<file path="src/rtl/inst_fetch_pkg.sv">
// Shared definitions for the instruction-fetch front end.
// Latency: n/a (types, constants and a helper only).
// Backpressure: n/a.
package inst_fetch_pkg;

  localparam int unsigned InstAddrBus    = 32;
  localparam int unsigned InstBus        = 32;
  localparam int unsigned InstMemNumLog2 = 17;

  localparam logic [InstBus-1:0]     NopInst     = 32'h0000_0013;
  localparam logic                   ChipEnable  = 1'b1;
  localparam logic                   ChipDisable = 1'b0;
  localparam logic                   RstEnable   = 1'b1;
  localparam logic [InstAddrBus-1:0] ResetPc     = 32'h0000_0000;

  // One prefetch-buffer entry: the fetch address and the word the ROM returned.
  typedef struct packed {
    logic [InstAddrBus-1:0] pc;
    logic [InstBus-1:0]     inst;
  } fetch_entry_t;

  // Sequential fetch address; wraps modulo 2^32.
  function automatic logic [InstAddrBus-1:0] next_pc(input logic [InstAddrBus-1:0] pc);
    return pc + 32'd4;
  endfunction

endpackage

</file>
<file path="src/rtl/inst_fifo.sv">
// Synchronous prefetch FIFO of {pc, inst} entries with flush and combinational head.
// Latency: 1 cycle push-to-head; head readable combinationally.
// Backpressure: caller must only push when count_o < DEPTH or popping in the same cycle.
// Ports: clk_i/rst_i clock and sync reset; flush_i clears all entries;
//        push_i/push_dat_i write; pop_i drops head; head_o/count_o status.
module inst_fifo
  import inst_fetch_pkg::*;
#(
  parameter int unsigned DEPTH = 2,
  localparam int unsigned PW   = $clog2(DEPTH),
  localparam int unsigned CW   = $clog2(DEPTH + 1)
) (
  input  logic          clk_i,
  input  logic          rst_i,
  input  logic          flush_i,
  input  logic          push_i,
  input  fetch_entry_t  push_dat_i,
  input  logic          pop_i,
  output fetch_entry_t  head_o,
  output logic [CW-1:0] count_o
);

  fetch_entry_t  mem_q [DEPTH];
  logic [PW-1:0] wr_ptr_q;
  logic [PW-1:0] rd_ptr_q;
  logic [CW-1:0] count_q;

  logic clear;
  assign clear = (rst_i == RstEnable) || flush_i;

  // Storage needs no reset: count_q alone decides what is visible.
  always_ff @(posedge clk_i) begin
    if (push_i && !clear) begin
      mem_q[wr_ptr_q] <= push_dat_i;
    end
  end

  always_ff @(posedge clk_i) begin
    if (clear) begin
      wr_ptr_q <= '0;
      rd_ptr_q <= '0;
      count_q  <= '0;
    end else begin
      if (push_i) wr_ptr_q <= wr_ptr_q + PW'(1);
      if (pop_i)  rd_ptr_q <= rd_ptr_q + PW'(1);
      case ({push_i, pop_i})
        2'b10:   count_q <= count_q + CW'(1);
        2'b01:   count_q <= count_q - CW'(1);
        default: count_q <= count_q;
      endcase
    end
  end

  // When full with simultaneous push/pop the write lands in the slot being
  // read; the read is combinational before the edge, so the head is intact.
  assign head_o  = mem_q[rd_ptr_q];
  assign count_o = count_q;

endmodule

</file>
<file path="src/rtl/inst_fetch.sv">
// Instruction-fetch front end: PC, ROM ce/addr, 2-entry prefetch buffer, redirect.
// Latency: fetch-to-present 1 cycle; redirect-to-present 2 cycles.
// Backpressure: id_ready_i low with a full buffer stops fetching (ce=0), head held.
// Ports: clk/rst sync active-high reset; branch_flag_i/branch_target_address_i redirect;
//        ce/addr/inst_i ROM (combinational answer); if_valid_o/if_pc_o/if_inst_o/id_ready_i to ID.
module inst_fetch
  import inst_fetch_pkg::*;
#(
  parameter logic [InstAddrBus-1:0] RESET_PC   = ResetPc,
  parameter int unsigned            FIFO_DEPTH = 2
) (
  input  logic                   clk,
  input  logic                   rst,
  input  logic                   branch_flag_i,
  input  logic [InstAddrBus-1:0] branch_target_address_i,
  output logic                   ce,
  output logic [InstAddrBus-1:0] addr,
  input  logic [InstBus-1:0]     inst_i,
  output logic                   if_valid_o,
  output logic [InstAddrBus-1:0] if_pc_o,
  output logic [InstBus-1:0]     if_inst_o,
  input  logic                   id_ready_i
);

  localparam int unsigned CW = $clog2(FIFO_DEPTH + 1);
  localparam logic [CW-1:0] FullCount = CW'(FIFO_DEPTH);

  logic [InstAddrBus-1:0] fetch_pc_q;
  logic [InstAddrBus-1:0] fetch_pc_d;
  logic                   rst_act;
  logic                   pop;
  logic                   space;
  logic                   fetch;
  logic [CW-1:0]          count;
  fetch_entry_t           head;
  fetch_entry_t           push_dat;

  assign rst_act = (rst == RstEnable);

  // A redirect hides the head combinationally so ID cannot consume a stale entry.
  assign if_valid_o = (count != '0) && !branch_flag_i && !rst_act;
  assign pop        = if_valid_o && id_ready_i;
  assign space      = (count < FullCount) || pop;
  assign fetch      = !rst_act && !branch_flag_i && space;

  assign ce   = fetch ? ChipEnable : ChipDisable;
  assign addr = fetch_pc_q;

  assign push_dat.pc   = fetch_pc_q;
  assign push_dat.inst = inst_i;

  assign if_pc_o   = if_valid_o ? head.pc   : '0;
  assign if_inst_o = if_valid_o ? head.inst : NopInst;

  always_comb begin
    fetch_pc_d = fetch_pc_q;
    if (branch_flag_i) begin
      fetch_pc_d = {branch_target_address_i[InstAddrBus-1:2], 2'b00};
    end else if (fetch) begin
      fetch_pc_d = next_pc(fetch_pc_q);
    end
  end

  // Reset takes priority over a simultaneous redirect.
  always_ff @(posedge clk) begin
    if (rst_act) begin
      fetch_pc_q <= RESET_PC;
    end else begin
      fetch_pc_q <= fetch_pc_d;
    end
  end

  inst_fifo #(
    .DEPTH (FIFO_DEPTH)
  ) u_inst_fifo (
    .clk_i      (clk),
    .rst_i      (rst),
    .flush_i    (branch_flag_i),
    .push_i     (fetch),
    .push_dat_i (push_dat),
    .pop_i      (pop),
    .head_o     (head),
    .count_o    (count)
  );

endmodule

</file>
<file path="config.mk">
export PLATFORM = sky130hd
export DESIGN_NAME = inst_fetch
export DESIGN_NICKNAME = d
export VERILOG_FILES = /design/src/rtl/inst_fetch_pkg.sv /design/src/rtl/inst_fifo.sv /design/src/rtl/inst_fetch.sv
export SDC_FILE = /design/constraint.sdc
export NUM_CORES = 1
export LEC_CHECK = 0
export ABC_AREA = 1
export CAP_MARGIN = 20
export CORE_UTILIZATION = 45
export DETAILED_ROUTE_END_ITERATION = 8
export GPL_TIMING_DRIVEN = 1
export PLACE_DENSITY = 0.73
export SLEW_MARGIN = 20
export SYNTH_ARGS = -nofsm -noshare
export SYNTH_HDL_FRONTEND = slang
export SYNTH_SLANG_ARGS = --single-unit
</file>
<file path="constraint.sdc">
create_clock -name clk -period 6.3 [get_ports clk]
set_clock_uncertainty 0.1 [all_clocks]
set_input_delay 0.945 -clock clk [delete_from_list [all_inputs] [get_ports clk]]
set_output_delay 0.945 -clock clk [all_outputs]
set_load 0.01 [all_outputs]
</file>
==> run metrics <==
highest routed layer=met4; final wirelength=16840 um; RSZ-0062 raised after global routing=no; Root Driver=clkbuf_16; total grt overflow=0; Final Net Count=951; Min Clock Period, post-route=4.394 ns; power per cell area=252.3 nW/um2; area share of the largest cell type after synthesis=52.39%; nature of the critical path endpoint=output port; Hold Crit Class=flip-flop to flip-flop; RD Place Congestion=0.8505; hold_buf cts=0; Site Rows=45; total number of vias=5542; CTS max path bufs=2; Yosys top cell by area=edfxtp_1; leading cell type in the layout, fill and taps excluded=nand2_1; antenna viol nets, final=0; number of CTS-inserted buffers=17; Psw=0.5251 mW; crit-path max FO=43; Sw Ratio=22.12%; port bufs=159; Setup WS post-layout=1.906 ns; outcome=finished clean; placed insts=1072; setup_tns=0 ns; final setup fails=0; flops & latches, synth=159; R2R setup slack=3.68 ns; commonest cells after routing, fill and taps aside=nand2_1, clkdlybuf4s50_1, edfxtp_1; hold_sp=u_inst_fifo.count_o[1]; normalized max-slew margin=38.63%; die area=16300 um2; worst hold path depth=2; Util after Layout=61.43%; number of antenna diodes=0; CP peak stage delay=0.57 ns; Worst Reg2Reg Path Length in Cells=6; Resized cells post-CTS=0; max-slew violations=0; # Post-CTS Setup Buffers=0; maximum VDD drop=203.0 uV; Core ar.=15310 um2; reg2reg start=u_inst_fifo.count_o[1]; Setup crit start kind=input pin; IO Pins=166; met2 WL=8143 um; yosys warns=0; FF-to-FF End=u_inst_fifo.mem_q[0][21]; clk_lat worst skew=0.42 ns; post-route cell area=9408 um2; Layout area overhead=32.35%; Post-synth ARST share=0%; largest net degree at the start of global routing=63; Pleak=3.213 nW; vias in the first global route=5251; EDFF count, synth=124; Starting Density=46.41%; Cells after Synth=729; sequential-to-total area share from yosys stat=62.24%; Hold WS=0.3968 ns; Pwr Total=2.373 mW; H-tree level count=4; syn avg cell area=9.750 um2; Hold Path End=u_inst_fifo.count_o[1]; final hold vios=0; clock power share=40.8%; gr usage total=21.23%; Vias/cell=5.020; TritonCTS clock tree=yes; critical path cell sequence=clkdlybuf4s50_1 > buf_4 > nor2_4 > inv_4 > a21oi_4 > inv_2 > buf_12 > a21oi_1 > clkdlybuf4s50_1; met3 WL=1067 um; WL/cell=15.25 um; Area contributors post-synth=edfxtp_1, nand2_1, dfxtp_1, a21oi_1, nor2_1; Die Wd=127.7 um; post-place setup slack=1.665 ns; final worst-path cycle share=69.75%; Cell Area, Synth=7108 um2; Detail Placement HPWL=10860 um; drt pass-1 iters=6; MaxCap Viol Count=0; first-pass GRT wire length=26300 um; cell-internal power=1.848 mW; layout cells sized above 1=9.630%; M1 WL=7427 um; Main synth FF type=edfxtp_1; Worst EP arrival=3.35 ns; worst-margin pin slew=0.9195 ns; non-filler cells, final=1104; CP Class=input pin to output port; sequential power share=51.0%; CP dominant cell by count=clkdlybuf4s50_1; initial DRC count=315; synth unique cells=39; clk sinks=159; Area after DPL=8832 um2; initial antenna violation count=0; Highest Clock Rate=227.6 MHz; Worst-path clk slew=0.06 ns; Crit path required time=5.25 ns; combinational power share=8.2%; Post-route DRC=0; crit path max-delay cell type=clkdlybuf4s50_1; DIE HEIGHT=127.7 um
## power by group through the flow
stage                     sequential, mW  clock, mW  combinational [mW]
final                               1.21      0.968               0.194
after global routing                1.21       1.03               0.212
after CTS                           1.21      0.986               0.195
after detailed placement            1.23          0               0.194
after global placement              1.23          0               0.191
after floorplan                     1.23          0              0.0949
## critical path: cells and delay by family
kind	cells	cell delay, ns
compound gates	2	0.43
buf+inv	6	1.74
simple gates	1	0.18
## routing by layer
metal	global-route usage, %	vias up
met5	0	-
met4	7.958	0
met3	4.967	20
met2	35.36	176
met1	27.04	2585
li1	-	2761
## cell usage after synthesis, types with 6 or more instances
library cell,instances
or2_2,9
nor2_1,60
a211oi_1,6
clkbuf_1,20
edfxtp_1,124
buf_2,7
buf_6,7
inv_1,30
nor2_2,12
dfxtp_1,35
nand3_1,38
nor3_1,10
a21oi_2,9
a21oi_1,79
nand2_1,239
## how the worst max path moves through the flow
stage,start,endpoint,slack (ns),cells past startpoint
after floorplan,rst,u_inst_fifo.mem_q[0][0],1.49,7
after global placement,rst,if_pc_o[21],1.67,8
after detailed placement,rst,if_pc_o[21],1.66,8
after CTS,rst,if_pc_o[21],1.66,8
after global routing,rst,if_pc_o[15],1.77,9
final,rst,if_pc_o[21],1.91,9
## cell families after synthesis
group           synth area share [%]
simple gates                   22.48
buf+inv                        5.087
xor+xnor                      0.3697
compound gates                 9.417
fa+ha+maj                     0.3520
flops                          62.24
other cells                  0.05276
## registers in the layout, indices dropped and copies added (netlist names), named ones only
name and count:
addr 30, u_inst_fifo.rd_ptr_q 1, u_inst_fifo.wr_ptr_q 1, u_inst_fifo.count_o 2, u_inst_fifo.mem_q 124
## layout make-up
type                    instances  area, um2
multi-input cells             499       2349
inverters                      36      143.9
repair buffers                168       1672
well taps                     211      264.0
clock inverters                12      121.4
flip-flops and latches        159       4425
clock buffers                  19      432.9
fillers                      1307       5907
(Power assumes the default switching activity.)
